## src/rtl/instr_fetch_queue.sv

```systemverilog
// Instruction fetch queue: DEPTH-entry circular buffer with valid/ready on both sides and head decode.
// Optional empty-queue fall-through path enabled by defining IFQ_BYPASS_EN.
module instr_fetch_queue #(
  parameter int unsigned IW    = 18,
  parameter int unsigned DEPTH = 4,
  parameter int unsigned CW    = $clog2(DEPTH + 1)
) (
  input  logic          clk,
  input  logic          rst,
  input  logic          flush_i,
  input  logic          in_valid_i,
  input  logic [IW-1:0] in_inst_i,
  output logic          in_ready_o,
  output logic          out_valid_o,
  input  logic          out_ready_i,
  output logic [IW-1:0] inst_o,
  output logic [6:0]    op_o,
  output logic [2:0]    rd_o,
  output logic [2:0]    rs_o,
  output logic [2:0]    rs2_o,
  output logic [7:0]    immed_o,
  output logic [CW-1:0] count_o
);

  localparam int unsigned PW = $clog2(DEPTH);

  logic [IW-1:0] r_mem [DEPTH];
  logic [PW-1:0] r_wr_ptr;
  logic [PW-1:0] r_rd_ptr;
  logic [CW-1:0] r_count;

  logic          w_empty;
  logic          w_full;
  logic          w_bypass;
  logic          w_valid;
  logic          w_push;
  logic          w_pop;
  logic [IW-1:0] w_head;
  logic [IW-1:0] w_out;

  assign w_empty = (r_count == '0);
  assign w_full  = (r_count == CW'(DEPTH));

`ifdef IFQ_BYPASS_EN
  // Empty queue presents the incoming word directly; flush blocks it.
  assign w_bypass = w_empty & in_valid_i & ~flush_i;
`else
  assign w_bypass = 1'b0;
`endif

  assign w_valid = ~w_empty | w_bypass;
  // A bypassed word that is consumed immediately is never stored.
  assign w_push  = in_valid_i & ~w_full & ~flush_i & ~(w_bypass & out_ready_i);
  assign w_pop   = ~w_empty & out_ready_i & ~flush_i;

  assign w_head  = w_bypass ? in_inst_i : r_mem[r_rd_ptr];
  assign w_out   = w_valid ? w_head : '0;

  assign in_ready_o  = ~w_full;
  assign out_valid_o = w_valid;
  assign count_o     = r_count;
  assign inst_o      = w_out;
  assign op_o        = w_out[IW-1 -: 7];
  assign rd_o        = w_out[13:11];
  assign rs_o        = w_out[10:8];
  assign rs2_o       = w_out[7:5];
  assign immed_o     = w_out[7:0];

  always_ff @(posedge clk or posedge rst) begin
    if (rst) begin
      r_wr_ptr <= '0;
      r_rd_ptr <= '0;
      r_count  <= '0;
    end else if (flush_i) begin
      r_wr_ptr <= '0;
      r_rd_ptr <= '0;
      r_count  <= '0;
    end else begin
      if (w_push) r_wr_ptr <= r_wr_ptr + PW'(1);
      if (w_pop)  r_rd_ptr <= r_rd_ptr + PW'(1);
      if (w_push && !w_pop)      r_count <= r_count + CW'(1);
      else if (w_pop && !w_push) r_count <= r_count - CW'(1);
    end
  end

  // Storage needs no reset; contents are only observed through valid entries.
  always_ff @(posedge clk) begin
    if (w_push) r_mem[r_wr_ptr] <= in_inst_i;
  end

endmodule
```

## config.mk

```make
export PLATFORM = sky130hd
export DESIGN_NAME = instr_fetch_queue
export DESIGN_NICKNAME = d
export VERILOG_FILES = /design/src/rtl/instr_fetch_queue.sv
export SDC_FILE = /design/constraint.sdc
export NUM_CORES = 1
export LEC_CHECK = 0
export ABC_AREA = 1
export CAP_MARGIN = 15
export CORE_MARGIN = 4
export CORE_UTILIZATION = 36
export DETAILED_ROUTE_END_ITERATION = 10
export DONT_BUFFER_PORTS = 1
export PLACE_DENSITY = 0.49
export SYNTH_ARGS = -nofsm -noshare
export SYNTH_HDL_FRONTEND = slang
export SYNTH_SLANG_ARGS = --single-unit
```

## constraint.sdc

```tcl
create_clock -name clk -period 4.8 [get_ports clk]
set_input_delay 0.72 -clock clk [delete_from_list [all_inputs] [get_ports clk]]
set_output_delay 0.72 -clock clk [all_outputs]
set_load 0.01 [all_outputs]
```

==> flow_metrics.tcl <==
set metrics [dict create \
    cts_made_buffers 9 \
    final_cells 416 \
    fin_crit_sh 0.689 \
    multi_input_area_um2 850 \
    io_buffers 0 \
    grt_pass1_wl_um 10500 \
    swShare 0.394 \
    worstPathRequired_ps 4080 \
    maxCapViolCount 0 \
    fin_util 0.394 \
    worst-slew-pin-transition_ps 1070 \
    grt_pass1_vias 1976 \
    num_rows 35 \
    r2r_start "count_o[0]$_DFFE_PP0P_" \
    ioPinCount 70 \
    clock-sinks 79 \
    max_freq_mhz 302 \
    grt_usage 0.126 \
    preCtsSetupSlack_ps 1770 \
    synth_area_per_cell_um2 11.5 \
    skew_ps 8.93 \
    critPathBufInv 1 \
    dpl.hpwl_um 3920 \
    synth_nets 332 \
    cp_slowest_stage_delay_ps 810 \
    cts-root-buf "clkbuf_8" \
    vias 1911 \
    p_comb_frac 0.331 \
    vdd_drop_max_uv 148 \
    cts_tree "built" \
    relSlewSlack 0.288 \
    diodes 0 \
    hold_viol_final 0 \
    fin_area_um2 3670 \
    crit_slowest_cell "dfrtp_1" \
    cts_hold_buf 0 \
    routedWlPerCell_um 16.4 \
    synth_async_sr_flop_share 0.0886 \
    end_kind "primary output" \
    dp.cells 398 \
    grt-ovfl-total 0 \
    core_area_um2 9330 \
    finalWorstSetupSlack_ps 1490 \
    synth_edf_count 72 \
    h-tree-depth 3 \
    rr_worst_depth 6 \
    dpl_cell_area_um2 3430 \
    area_delta_synth_final_pct 5.27 \
    syn_area_um2 3490 \
    path_class "flip-flop to primary output" \
    worstPathArrival_ps 2590 \
    drt.antenna.violating_nets 0 \
    synth_cell_type_count 23 \
    ys_seq_elements 79 \
    start_util 0.374 \
    gp_congestion 0.680 \
    min_period_ps 3310 \
    clkSlewWorstSetupHoldPaths_ps 80 \
    status "finished, final reports clean" \
    clk_path_buf_depth 2 \
    crit_family "flip-flops" \
    ys_warn_count 0 \
    rrSetupSlack_ps 2640 \
    leakage_nw 1.28 \
    seq_area_um2 2340 \
    drt_pre_antenna_iters 4 \
    drv_slew 0 \
    power_density_nw_per_um2 535 \
    hold_slack_ps 200 \
    antenna_found_initial 0 \
    totalPowerFinal_mw 1.97 \
    seqPwrFrac 0.432 \
    die_h_um 106 \
    ys.flop_type "edfxtp_1" \
    worst_setup_path_start_kind "flip-flop" \
    grt_start_max_net_pins 38 \
    tns_ps 0 \
    die_w_um 106 \
    crit_chain "inv_1, nor2_1, o21ai_0, a21oi_1" \
    post-route-drc-count 0 \
    post_cts_buffers 0 \
    die_area_um2 11300 \
    rsz0062_at_grt "false" \
    internal_power_mw 1.19 \
    clockPowerShare 0.237 \
    p_sw_mw 0.775 \
    syn_inst 304 \
    synth-seq-area-share 0.670 \
    drive_above_1_share 0.115 \
    r2r_end "r_mem[1][1]$_DFFE_PP_" \
    drt-total-wl_um 6810 \
    clock_latency_ps 340 \
    drt_iter0_drc 82 \
    critPathMaxFanout 20 \
    setup_viol 0 \
    finalNetCount 311 \
    cts_resized 0 \
    via_per_inst 4.59 \
    min_path_type "input pin to asynchronous set/reset pin" \
    n_fill_cell 871 \
]
-- worst max-delay path by stage --
stage / from / end / slack, ps / depth (start not counted)
final: r_rd_ptr[1]$_DFFE_PP0P_ / immed_o[5] / 1490 / 4
after global routing: r_rd_ptr[1]$_DFFE_PP0P_ / immed_o[6] / 1250 / 4
after CTS: r_rd_ptr[1]$_DFFE_PP0P_ / immed_o[5] / 1390 / 4
after detailed placement: r_rd_ptr[1]$_DFFE_PP0P_ / immed_o[5] / 1770 / 4
after global placement: r_rd_ptr[1]$_DFFE_PP0P_ / inst_o[11] / 1860 / 4
after floorplan: in_valid_i / r_mem[0][0]$_DFFE_PP_ / 2670 / 4
-- kinds of logic (layout without fill, tap and decap cells) --
logic type                 after synthesis  in the layout  synth area share
and+or+nand+nor                        103            103             0.128
xor gates and xnor gates                 1              1           0.00251
buffers and inverters                   54             37            0.0900
adders and majority gates                5              5            0.0201
DFF                                     79             79             0.670
AOI/OAI and AO/OA                       62             62            0.0900
-- layout make-up --
cell class / count / area share
Sequential cell: 79 / 0.636
Multi-Input combinational cell: 171 / 0.231
Tap cell: 129 / 0.0439
Clock buffer: 11 / 0.0358
Timing Repair Buffer: 4 / 0.0211
Inverter: 18 / 0.0191
Clock inverter: 4 / 0.0129
-- layer usage --
metal	routed length, µm	part of all wire	global-route usage	vias to the layer above
li1	-	-	-	960
met1	2920	0.43	0.146	903
met2	3380	0.50	0.211	41
met3	434	0.064	0.0437	7
met4	77	0.011	0.0530	0
met5	0	0	0	-
-- layout by cell type, fill, tap and decap left out, types with 2 or more instances in the layout --
cell type and n:
nor2_1 73, nand3_1 2, nor2_2 4, nor2_4 2, clkbuf_8 9, nand2_1 15
edfxtp_1 72, ha_1 4, inv_1 15, o21ai_0 39, clkinv_2 2, clkbuf_1 2
nand2_4 4, dfrtp_1 7, a21oi_1 21, buf_16 2, inv_2 2
-- synthesized netlist by cell type, types with 2 or more instances --
cell      instances  share of area
a21oi_1          21          0.030
buf_2             6         0.0086
buf_4            27          0.058
clkbuf_1          3         0.0032
dfrtp_1           7          0.050
edfxtp_1         72           0.62
ha_1              4          0.014
inv_1            15          0.016
inv_2             2         0.0022
nand2_1          15          0.016
nand2_4           4          0.013
nand3_1           2         0.0029
nor2_1           77          0.083
nor2_4            2         0.0065
o21ai_0          39          0.056
-- worst register-to-register path, cell delays in order, from the launching register on --
cell and delay, ps:
dfrtp_1 480, nor2_4 70, nand2_2 120, nand2_4 80, nor2_4 140, inv_4 70, nor2_2 800
-- flip-flops by register name, summed over array words and instances (netlist names) --
name,count
count_o,3
r_mem,72
r_rd_ptr,2
r_wr_ptr,2
-- power by group through the flow --
stage / clock (mW) / combinational (mW) / sequential (mW)
after floorplan: 0 / 0.715 / 0.852
final: 0.465 / 0.652 / 0.850
after CTS: 0.478 / 0.651 / 0.852
after detailed placement: 0 / 0.649 / 0.867
after global routing: 0.510 / 0.744 / 0.856
after global placement: 0 / 0.642 / 0.866
No activity file was read; power rests on OpenSTA's default activity.
